<file path="src/rtl/pipe_hazard_ctrl.sv">
// -----------------------------------------------------------------------------
// pipe_hazard_ctrl
//
// Pipeline sequencing controller for the 5-stage MIPS core. It owns the
// write enables and the bubble/flush controls of the PC, IF/ID, ID/EX, EX/MEM
// and MEM/WB registers. It resolves load-use hazards, taken-branch flushes
// and data-memory wait states. After reset it drains the pipe with bubbles.
//
// Parameters
//   R_WIDTH    register-specifier width
//   RST_DRAIN  bubble cycles inserted after reset (1..15)
//   TIMEOUT    MWAIT cycles before err_o sets (1..255)
//
// Ports
//   clk_i           clock; all state updates on the rising edge
//   rst_i           synchronous active-high reset
//   id_rs_i         rs field of the instruction in ID
//   id_rt_i         rt field of the instruction in ID
//   id_uses_rt_i    the instruction in ID reads rt as a source
//   ex_rt_i         rt of the instruction in EX (ID/EX register)
//   ex_mem_read_i   the instruction in EX is a load
//   branch_taken_i  branch resolved taken in EX
//   mem_req_i       MEM stage is performing a data-memory access
//   mem_ack_i       the data-memory access completes this cycle
//   pc_we_o         PC write enable
//   if_id_we_o      IF/ID write enable
//   if_id_flush_o   load a NOP into IF/ID
//   id_ex_we_o      ID/EX write enable
//   id_ex_bubble_o  zero the WB/MEM/EX control fields on the ID/EX load
//   ex_mem_we_o     EX/MEM write enable
//   mem_wb_we_o     MEM/WB write enable
//   state_o         FSM state: DRAIN=0, RUN=1, MWAIT=2
//   stall_cnt_o     saturating count of cycles with the PC held outside DRAIN
//   err_o           sticky: a memory wait exceeded TIMEOUT
// -----------------------------------------------------------------------------
module pipe_hazard_ctrl #(
   parameter int R_WIDTH   = 5,
   parameter int RST_DRAIN = 2,
   parameter int TIMEOUT   = 255
) (
   input  logic               clk_i,
   input  logic               rst_i,
   input  logic [R_WIDTH-1:0] id_rs_i,
   input  logic [R_WIDTH-1:0] id_rt_i,
   input  logic               id_uses_rt_i,
   input  logic [R_WIDTH-1:0] ex_rt_i,
   input  logic               ex_mem_read_i,
   input  logic               branch_taken_i,
   input  logic               mem_req_i,
   input  logic               mem_ack_i,
   output logic               pc_we_o,
   output logic               if_id_we_o,
   output logic               if_id_flush_o,
   output logic               id_ex_we_o,
   output logic               id_ex_bubble_o,
   output logic               ex_mem_we_o,
   output logic               mem_wb_we_o,
   output logic [1:0]         state_o,
   output logic [15:0]        stall_cnt_o,
   output logic               err_o
);

   typedef enum logic [1:0] {
      ST_DRAIN = 2'd0,
      ST_RUN   = 2'd1,
      ST_MWAIT = 2'd2
   } state_t;

   typedef enum logic [2:0] {
      ACT_NORMAL = 3'd0,
      ACT_FREEZE = 3'd1,
      ACT_FLUSH  = 3'd2,
      ACT_STALL  = 3'd3,
      ACT_DRAIN  = 3'd4
   } action_t;

   localparam logic [3:0]  DRAIN_INIT  = 4'(RST_DRAIN - 1);
   localparam logic [7:0]  TIMEOUT_M1  = 8'(TIMEOUT - 1);
   localparam logic [7:0]  WAIT_MAX    = 8'hFF;
   localparam logic [15:0] STALL_MAX   = 16'hFFFF;

   state_t      state_q;
   state_t      state_d;
   action_t     run_act;
   action_t     act;
   logic [3:0]  drain_cnt_q;
   logic [7:0]  wait_cnt_q;
   logic [15:0] stall_cnt_q;
   logic        err_q;
   logic        lu;
   logic        mw;

   // Hazard terms. A load into r0 never creates a dependency because r0 is
   // hard-wired to zero; rt only matters when ID actually reads it.
   always_comb begin
      lu = ex_mem_read_i && (ex_rt_i != '0) &&
           ((ex_rt_i == id_rs_i) || (id_uses_rt_i && (ex_rt_i == id_rt_i)));
      mw = mem_req_i && !mem_ack_i;
   end

   // Action priority used in RUN and on the ack cycle of MWAIT. A memory wait
   // freezes everything, so a simultaneous branch is simply re-seen once the
   // freeze lifts. A taken branch beats load-use because the dependent
   // instruction in ID is discarded by the flush anyway.
   always_comb begin
      run_act = ACT_NORMAL;
      if (mw) begin
         run_act = ACT_FREEZE;
      end else if (branch_taken_i) begin
         run_act = ACT_FLUSH;
      end else if (lu) begin
         run_act = ACT_STALL;
      end
   end

   // Next-state and action selection. While reset is high the outputs show
   // the drain action no matter what the state register holds, so the pipe
   // is already bubbling during the reset cycle itself.
   always_comb begin
      state_d = state_q;
      act     = ACT_NORMAL;
      if (rst_i) begin
         state_d = ST_DRAIN;
         act     = ACT_DRAIN;
      end else begin
         case (state_q)
            ST_DRAIN: begin
               act = ACT_DRAIN;
               if (drain_cnt_q == 4'd0) begin
                  state_d = ST_RUN;
               end
            end
            ST_RUN: begin
               act = run_act;
               if (mw) begin
                  state_d = ST_MWAIT;
               end
            end
            ST_MWAIT: begin
               if (mem_ack_i) begin
                  act     = run_act;
                  state_d = ST_RUN;
               end else begin
                  act = ACT_FREEZE;
               end
            end
            default: begin
               act     = ACT_DRAIN;
               state_d = ST_DRAIN;
            end
         endcase
      end
   end

   // Decode the selected action into the individual register controls.
   // Anything an action does not mention stays at its benign value:
   // enables high, flush and bubble low.
   always_comb begin
      pc_we_o        = 1'b1;
      if_id_we_o     = 1'b1;
      if_id_flush_o  = 1'b0;
      id_ex_we_o     = 1'b1;
      id_ex_bubble_o = 1'b0;
      ex_mem_we_o    = 1'b1;
      mem_wb_we_o    = 1'b1;
      case (act)
         ACT_FREEZE: begin
            pc_we_o     = 1'b0;
            if_id_we_o  = 1'b0;
            id_ex_we_o  = 1'b0;
            ex_mem_we_o = 1'b0;
            mem_wb_we_o = 1'b0;
         end
         ACT_FLUSH: begin
            if_id_flush_o  = 1'b1;
            id_ex_bubble_o = 1'b1;
         end
         ACT_STALL: begin
            pc_we_o        = 1'b0;
            if_id_we_o     = 1'b0;
            id_ex_bubble_o = 1'b1;
         end
         ACT_DRAIN: begin
            pc_we_o        = 1'b0;
            if_id_flush_o  = 1'b1;
            id_ex_bubble_o = 1'b1;
         end
         default: begin
         end
      endcase
   end

   // State register. Reset from any state, including mid-wait or mid-drain,
   // restarts the full drain sequence.
   always_ff @(posedge clk_i) begin
      if (rst_i) begin
         state_q <= ST_DRAIN;
      end else begin
         state_q <= state_d;
      end
   end

   // Drain counter. It is loaded with RST_DRAIN-1 so that the DRAIN state
   // lasts exactly RST_DRAIN cycles once reset falls; it leaves DRAIN on the
   // cycle it reads zero.
   always_ff @(posedge clk_i) begin
      if (rst_i) begin
         drain_cnt_q <= DRAIN_INIT;
      end else if ((state_q == ST_DRAIN) && (drain_cnt_q != 4'd0)) begin
         drain_cnt_q <= drain_cnt_q - 4'd1;
      end
   end

   // Wait counter. Cleared when a wait begins and when it ends, counts each
   // unacknowledged MWAIT cycle, and saturates rather than wrapping so a very
   // long hang cannot alias back below the timeout.
   always_ff @(posedge clk_i) begin
      if (rst_i) begin
         wait_cnt_q <= 8'd0;
      end else if ((state_q == ST_RUN) && mw) begin
         wait_cnt_q <= 8'd0;
      end else if (state_q == ST_MWAIT) begin
         if (mem_ack_i) begin
            wait_cnt_q <= 8'd0;
         end else if (wait_cnt_q != WAIT_MAX) begin
            wait_cnt_q <= wait_cnt_q + 8'd1;
         end
      end
   end

   // Timeout flag. It sets on the edge where the wait counter steps up to
   // TIMEOUT and stays set until reset; the FSM keeps waiting regardless.
   always_ff @(posedge clk_i) begin
      if (rst_i) begin
         err_q <= 1'b0;
      end else if ((state_q == ST_MWAIT) && !mem_ack_i &&
                   (wait_cnt_q == TIMEOUT_M1)) begin
         err_q <= 1'b1;
      end
   end

   // Stall statistics: every cycle outside DRAIN in which the PC is held
   // (freeze or load-use stall). Saturates at all-ones.
   always_ff @(posedge clk_i) begin
      if (rst_i) begin
         stall_cnt_q <= 16'd0;
      end else if ((state_q != ST_DRAIN) && !pc_we_o &&
                   (stall_cnt_q != STALL_MAX)) begin
         stall_cnt_q <= stall_cnt_q + 16'd1;
      end
   end

   assign state_o     = rst_i ? ST_DRAIN : state_q;
   assign stall_cnt_o = stall_cnt_q;
   assign err_o       = err_q;

endmodule

</file>
<file path="config.mk">
export PLATFORM = sky130hd
export DESIGN_NAME = pipe_hazard_ctrl
export DESIGN_NICKNAME = d
export VERILOG_FILES = /design/src/rtl/pipe_hazard_ctrl.sv
export SDC_FILE = /design/constraint.sdc
export NUM_CORES = 1
export LEC_CHECK = 0
export CORE_UTILIZATION = 30
export DETAILED_ROUTE_END_ITERATION = 6
export RECOVER_POWER = 25
export SLEW_MARGIN = 20
export SYNTH_ARGS = -nofsm -noshare
export SYNTH_HDL_FRONTEND = slang
export SYNTH_SLANG_ARGS = --single-unit
</file>
<file path="constraint.sdc">
create_clock -name clk_i -period 2.15 [get_ports clk_i]
set_clock_uncertainty 0.1 [all_clocks]
set_input_delay 0.215 -clock clk_i [delete_from_list [all_inputs] [get_ports clk_i]]
set_output_delay 0.215 -clock clk_i [all_outputs]
set_load 0.05 [all_outputs]
</file>
Word level (Yosys, flattened, before mapping)

Cells that the tools add are included.

Add/sub/neg operators: 3
Equal/unequal tests: 14
Mux-type cells: 18
Reduce and logical (&&, ||, !) cells: 25

Operator list:

| cell                    | count |
|---|---|
| $add A16 B1 Y16 const B | 1 |
| $mux W8                 | 2 |
| $ne A16 B16 Y1 const B  | 1 |
| $mux W2                 | 7 |
| $eq A5 B5 Y1            | 2 |
| $logic_and A1 B1 Y1     | 10 |
| $add A8 B1 Y8 const B   | 1 |
| $eq A8 B8 Y1 const B    | 1 |
| $ne A8 B8 Y1 const B    | 1 |
| $eq A3 B2 Y1 const B    | 2 |
| $mux W3                 | 2 |
| $ne A2 B2 Y1 const B    | 3 |
| $pmux W2 S3             | 1 |
| $pmux W3 S2             | 1 |
| $reduce_or A2 Y1        | 3 |
| $reduce_or A3 Y1        | 2 |
| $mux W1                 | 5 |
| $reduce_bool A5 Y1      | 1 |
| $logic_not A4 Y1        | 1 |
| $reduce_bool A2 Y1      | 2 |
| $reduce_bool A4 Y1      | 1 |
| $sub A4 B1 Y4 const B   | 1 |
| $eq A3 B1 Y1 const B    | 1 |
| $eq A3 B3 Y1 const B    | 1 |
| 7 further kinds         | 7 |

Register bits: 31
Bits of input ports: 22
Output and inout bits: 26
Word-level logic and storage cells: 65

Depth between registers and ports, before layout

Depth after elaboration: 14
Gate-level depth with buffers: 10
Mapped depth without buffers: 8

Worst setup path after synthesis

No wires, ideal clock.

Path kind: flip-flop to flip-flop
From: reg stall_cnt_q[5], in the netlist stall_cnt_o[5]
To: reg stall_cnt_q[15], in the netlist stall_cnt_o[15]
Library setup time: 0.127 ns
Arrival time: 2.205 ns
Slack: -0.282 ns
Cell stages (with the launch flop): 9
Path buffers: 1
Period minus slack after synthesis: 2.432 ns
Path through: dfxtp_1 > nand3_1 > nor2_1 > nand4_1 > o21bai_1 > clkbuf_1 > nor4_1 > xnor2_1 > nor2_1

Cells in the longest elaborated chain, start to end: 2
Elaborated cells between the ends (all ways): 3
Classes of those cells: add/sub (1); eq/ne (1); reduce/logical (1)

Ends and longest elaborated chain:

| element                                                 | line | text |
|---|---|---|
| start, declared                                         | 88   | `logic [15:0] stall_cnt_q;` |
| start signal, assigned                                  | 249  | `stall_cnt_q <= stall_cnt_q + 16'd1;` |
| branches (longest 2 deep; another with $add A16 B1 Y16) | n/a  |  |

Parallel ways; which one is timed is not known.
A chain may end at the register's enable or synchronous reset.

Final worst setup path

From: reg state_q[0]
To: reg stall_cnt_q[11], in the netlist stall_cnt_o[11]

Cells in the longest elaborated chain, start to end: 7
Elaborated cells between the ends (all ways): 11
Classes of those cells: eq/ne (5); mux (2); reduce/logical (4)

Ends and longest elaborated chain:

| element                                      | line | text |
|---|---|---|
| start, declared                              | 82   | `state_t state_q;` |
| start signal, assigned                       | 199  | `state_q <= state_d;` |
| $eq A2 B2 Y1 or $eq A2 B1 Y1 (tied branches) | 126  | `case (state_q)` |
| $pmux W3 S2                                  | 126  |  |
| $mux W3                                      | 122  | `if (rst_i) begin` |
| $eq A3 B1 Y1, or another cell as far along   | 166  | `case (act)` |
| $reduce_or A3 Y1 (no line)                   | n/a  |  |
| $logic_and A1 B1 Y1 (*) (2 in series)        | 247  | `end else if ((state_q != ST_DRAIN) && !pc_we_o &&` |

Every way passes the cells marked *; elsewhere a longest branch is shown, timed or not.

==> summary.log <==
INFO  timing         final_min_period_over_clock_period=107%
INFO  floorplan      boundaryPins=48
INFO  final_layout   antenna_cells_inserted=0
INFO  logic_synthesis synth.ff_latch_count=31
INFO  route          post_drt_wl_per_cell=13.1um
INFO  logic_synthesis post_synth_main_area_contributors=sky130_fd_sc_hd__dfxtp_1 (34%), sky130_fd_sc_hd__nor2_1 (8.3%), sky130_fd_sc_hd__xor2_1 (7.8%)
INFO  pwr            power.density=702mW/mm^2
INFO  clocking       cts_root_buf=sky130_fd_sc_hd__clkbuf_8
INFO  outcome        outcome=finished, violations left
INFO  placement      gpl.final_weighted_congestion=0.783
INFO  floorplan      fp.dieW=79.6um
INFO  clocking       clk_pin_slew=0.07ns
INFO  clocking       ctsLongestPathBuffers=2
INFO  floorplan      core-area=0.00564sqmm
INFO  timing         maxClockFrequency=437MHz
INFO  setup_path     arrival=2.37ns
INFO  grt            grt_start_max_net_pins=30
INFO  final_layout   finalNetCount=332
INFO  placement      place.detailed.instances=354
INFO  clocking       htree_levels=2
INFO  logic_synthesis netlist_area=0.00181sqmm
INFO  grt            global_route_wire_length_before_repair=7930um
INFO  logic_synthesis yosysSeqAreaShare=34.4%
INFO  pwr            ir_worst_vdd=0.369mV
INFO  placement      place_worst_setup_slack=-0.626ns
INFO  timing         final_hold_viol_count=0
INFO  floorplan      die_height=79.6um
INFO  grt            number_of_antenna_violations_at_the_first_check_in_global_routing=0
INFO  placement      hpwlAfterDp=3350um
INFO  timing         unrepaired_setup_endpoints_after_global_routing=yes
INFO  clocking       clock-sinks=31
INFO  timing         slew-limit-headroom=66.5%
INFO  logic_synthesis syn-instance-count=215
INFO  final_layout   finish.cell_count_without_fillers=375
INFO  route          postRouteAntennaNets=0
INFO  final_layout   fin_area=0.00305sqmm
INFO  logic_synthesis netlist_top_cells_count=sky130_fd_sc_hd__nor2_1 (40), sky130_fd_sc_hd__dfxtp_1 (31), sky130_fd_sc_hd__xor2_1 (16)
INFO  logic_synthesis synth_fp_nets=245
INFO  logic_synthesis yosys_warns=0
INFO  grt            grt_pass1_vias=1716
INFO  setup_path     setup.worst_path.class=reg2reg
INFO  logic_synthesis post_synth.cell_area_avg=8.40squm
INFO  timing         setup_violations=12
INFO  floorplan      num_rows=27
INFO  setup_path     crit_path_end_kind=register
INFO  flow_run       max_cap_viol=0
INFO  logic_synthesis yosysTopAreaCellShare=34.4%
INFO  clocking       cts_made_buffers=5
INFO  route          detail_route.wirelength=4910um
INFO  clocking       worstSkewPairLatency=0.28ns
INFO  route          drt_drc_violations_left=0
INFO  grt            grt-ovfl-total=0
INFO  clocking       cts_hold_repair.buffers=0
INFO  timing         max_slew.worst_pin.slew=0.500ns
INFO  setup_path     worstRegToRegCells=9
INFO  logic_synthesis synth_ff_type=sky130_fd_sc_hd__dfxtp_1
INFO  logic_synthesis synth-edff-count=0
INFO  placement      io_buffers=47
INFO  hold_path      min_delay_path_class=reg2reg
INFO  timing         final.min_clock_period=2.29ns
INFO  setup_path     start_kind=register
INFO  route          drt-initial-drc-count=99
INFO  logic_synthesis synth.largest_area_cell=sky130_fd_sc_hd__dfxtp_1
INFO  pwr            power=2.14mW
INFO  timing         setup_ws_final=-0.140ns
INFO  route          detailedRoute.firstPassIterationCount=4
INFO  floorplan      initial_core_utilization=32.0%
INFO  final_layout   area.growth.synth_to_final=68.7%
INFO  outcome        violated_checks=setup timing
INFO  logic_synthesis synth.lib_cells_used.distinct=41
INFO  clocking       cts_tree=done
INFO  setup_path     crit_fanout=3
INFO  route          route.vias.total=1811
INFO  setup_path     critical_path_required=2.23ns
INFO  final_layout   layout-drive-gt1-share=36.3%
INFO  setup_path     timing.reg2reg.setup_slack=-0.14ns
INFO  logic_synthesis synthMostInstantiatedCell=sky130_fd_sc_hd__nor2_1
INFO  final_layout   filler_cell_count=488
INFO  logic_synthesis async_flop_share=0%
INFO  grt            grtUsageTotal=15.9%
INFO  floorplan      dieArea=0.00633sqmm
INFO  route          via_count_normalized_by_instance_count=4.83
INFO  placement      placed_area=0.00264sqmm
INFO  hold_path      hold-path-cell-count=2
INFO  pwr            total_leakage_power=1.23nW
INFO  timing         timing_max_transition_violations_final=0
## worst max-delay path: stages (launching register included)
cell and delay (ns):
sky130_fd_sc_hd__dfxtp_4 0.37, sky130_fd_sc_hd__buf_6 0.10, sky130_fd_sc_hd__ha_4 0.14, sky130_fd_sc_hd__nor2_4 0.04, sky130_fd_sc_hd__buf_6 0.10, sky130_fd_sc_hd__o41a_1 0.48
sky130_fd_sc_hd__buf_6 0.17, sky130_fd_sc_hd__nor3_4 0.17, sky130_fd_sc_hd__and3_4 0.21, sky130_fd_sc_hd__mux2_4 0.29
## state kept, by name, summed over array words and instances (netlist names)
name / cells
err_o: 1
stall_cnt_o: 16
state_q: 2
drain_cnt_q: 4
wait_cnt_q: 8
## cells by family (layout without fill, tap and decap cells)
family          count (synthesis)  after routing  synth area share (%)
compound gates                 23             23                  8.87
xor+xnor                       31             31                  15.0
fa+ha+maj                       8              8                  5.54
buf+inv                        17            105                  4.37
flops                          31             31                  34.4
mux                             4              4                  2.49
simple gates                  101            101                  29.3
## routing by layer
| metal | global-route usage [%] | share of wire, % |
|---|---|---|
| met1 | 20.7 | 46 |
| met4 | 6.73 | 1.1 |
| met2 | 25.1 | 49 |
| met3 | 3.43 | 4.7 |
| met5 | 0 | 0 |
## stage by stage
step | hold WS (ns) | TNS, ns | util, %
after floorplan | 0.303 | -0.0361 | -
after global placement | 0.388 | -11.62 | 46.8
after detailed placement | 0.393 | -11.51 | 46.8
after CTS | 0.415 | -0.788 | 51.4
after global routing | 0.449 | -1.94 | 54.0
final | 0.414 | -0.855 | 54.0
## area by class of cell
class,instances,area [sq um],area share (%)
Inverter,9,38.8,1.27
Tap cell,72,90.1,2.96
Clock inverter,2,12.5,0.411
Sequential cell,31,639,21.0
Timing Repair Buffer,88,865,28.4
Clock buffer,6,72.6,2.38
Multi-Input combinational cell,167,1330,43.6
## cell usage in the layout, fill, tap and decap left out, types with 2 or more instances in the layout
master / n
sky130_fd_sc_hd__nor2_1: 34
sky130_fd_sc_hd__buf_4: 27
sky130_fd_sc_hd__clkdlybuf4s50_1: 23
sky130_fd_sc_hd__dfxtp_1: 20
sky130_fd_sc_hd__xor2_1: 16
sky130_fd_sc_hd__xnor2_1: 14
sky130_fd_sc_hd__buf_6: 12
sky130_fd_sc_hd__dfxtp_2: 9
sky130_fd_sc_hd__nand2_1: 8
sky130_fd_sc_hd__buf_12: 8
sky130_fd_sc_hd__nand4_1: 7
sky130_fd_sc_hd__inv_1: 6
sky130_fd_sc_hd__nor2b_1: 6
sky130_fd_sc_hd__and3_1: 6
sky130_fd_sc_hd__nand3_1: 6
sky130_fd_sc_hd__nor3_4: 6
sky130_fd_sc_hd__dlygate4sd2_1: 6
sky130_fd_sc_hd__ha_1: 5
sky130_fd_sc_hd__clkbuf_8: 5
sky130_fd_sc_hd__buf_2: 5
sky130_fd_sc_hd__nor3_1: 4
sky130_fd_sc_hd__clkbuf_1: 4
sky130_fd_sc_hd__nor2_4: 3
sky130_fd_sc_hd__nor2_2: 3
sky130_fd_sc_hd__a21oi_1: 3
sky130_fd_sc_hd__nor4_4: 3
sky130_fd_sc_hd__o21ai_0: 3
sky130_fd_sc_hd__a31oi_1: 3
sky130_fd_sc_hd__mux2_4: 3
sky130_fd_sc_hd__ha_4: 3
sky130_fd_sc_hd__inv_4: 2
sky130_fd_sc_hd__o31a_1: 2
sky130_fd_sc_hd__nand2b_1: 2
sky130_fd_sc_hd__a21o_1: 2
sky130_fd_sc_hd__buf_8: 2
sky130_fd_sc_hd__dfxtp_4: 2
## final timing paths
| path | endpoint | start |
|---|---|---|
| min reg2reg | err_o$_SDFFE_PP0P_ | err_o$_SDFFE_PP0P_ |
| max reg2reg | stall_cnt_o[11]$_SDFFE_PP0P_ | state_q[0]$_SDFFE_PP0P_ |
| min | err_o$_SDFFE_PP0P_ | err_o$_SDFFE_PP0P_ |
| max | stall_cnt_o[11]$_SDFFE_PP0P_ | state_q[0]$_SDFFE_PP0P_ |
## power by group
| group | internal (mW) | switching (mW) |
|---|---|---|
| clock network | 0.226 | 0.226 |
| registers | 0.637 | 0.0607 |
| logic | 0.477 | 0.513 |
| total | 1.34 | 0.800 |
## what timing repair did
action	4_1_cts	5_1_grt
buffers inserted	9	5
pin swaps	26	35
gates resized for setup	73	29
setup endpoints to repair	23	21
No activity file was read; power rests on OpenSTA's default activity.
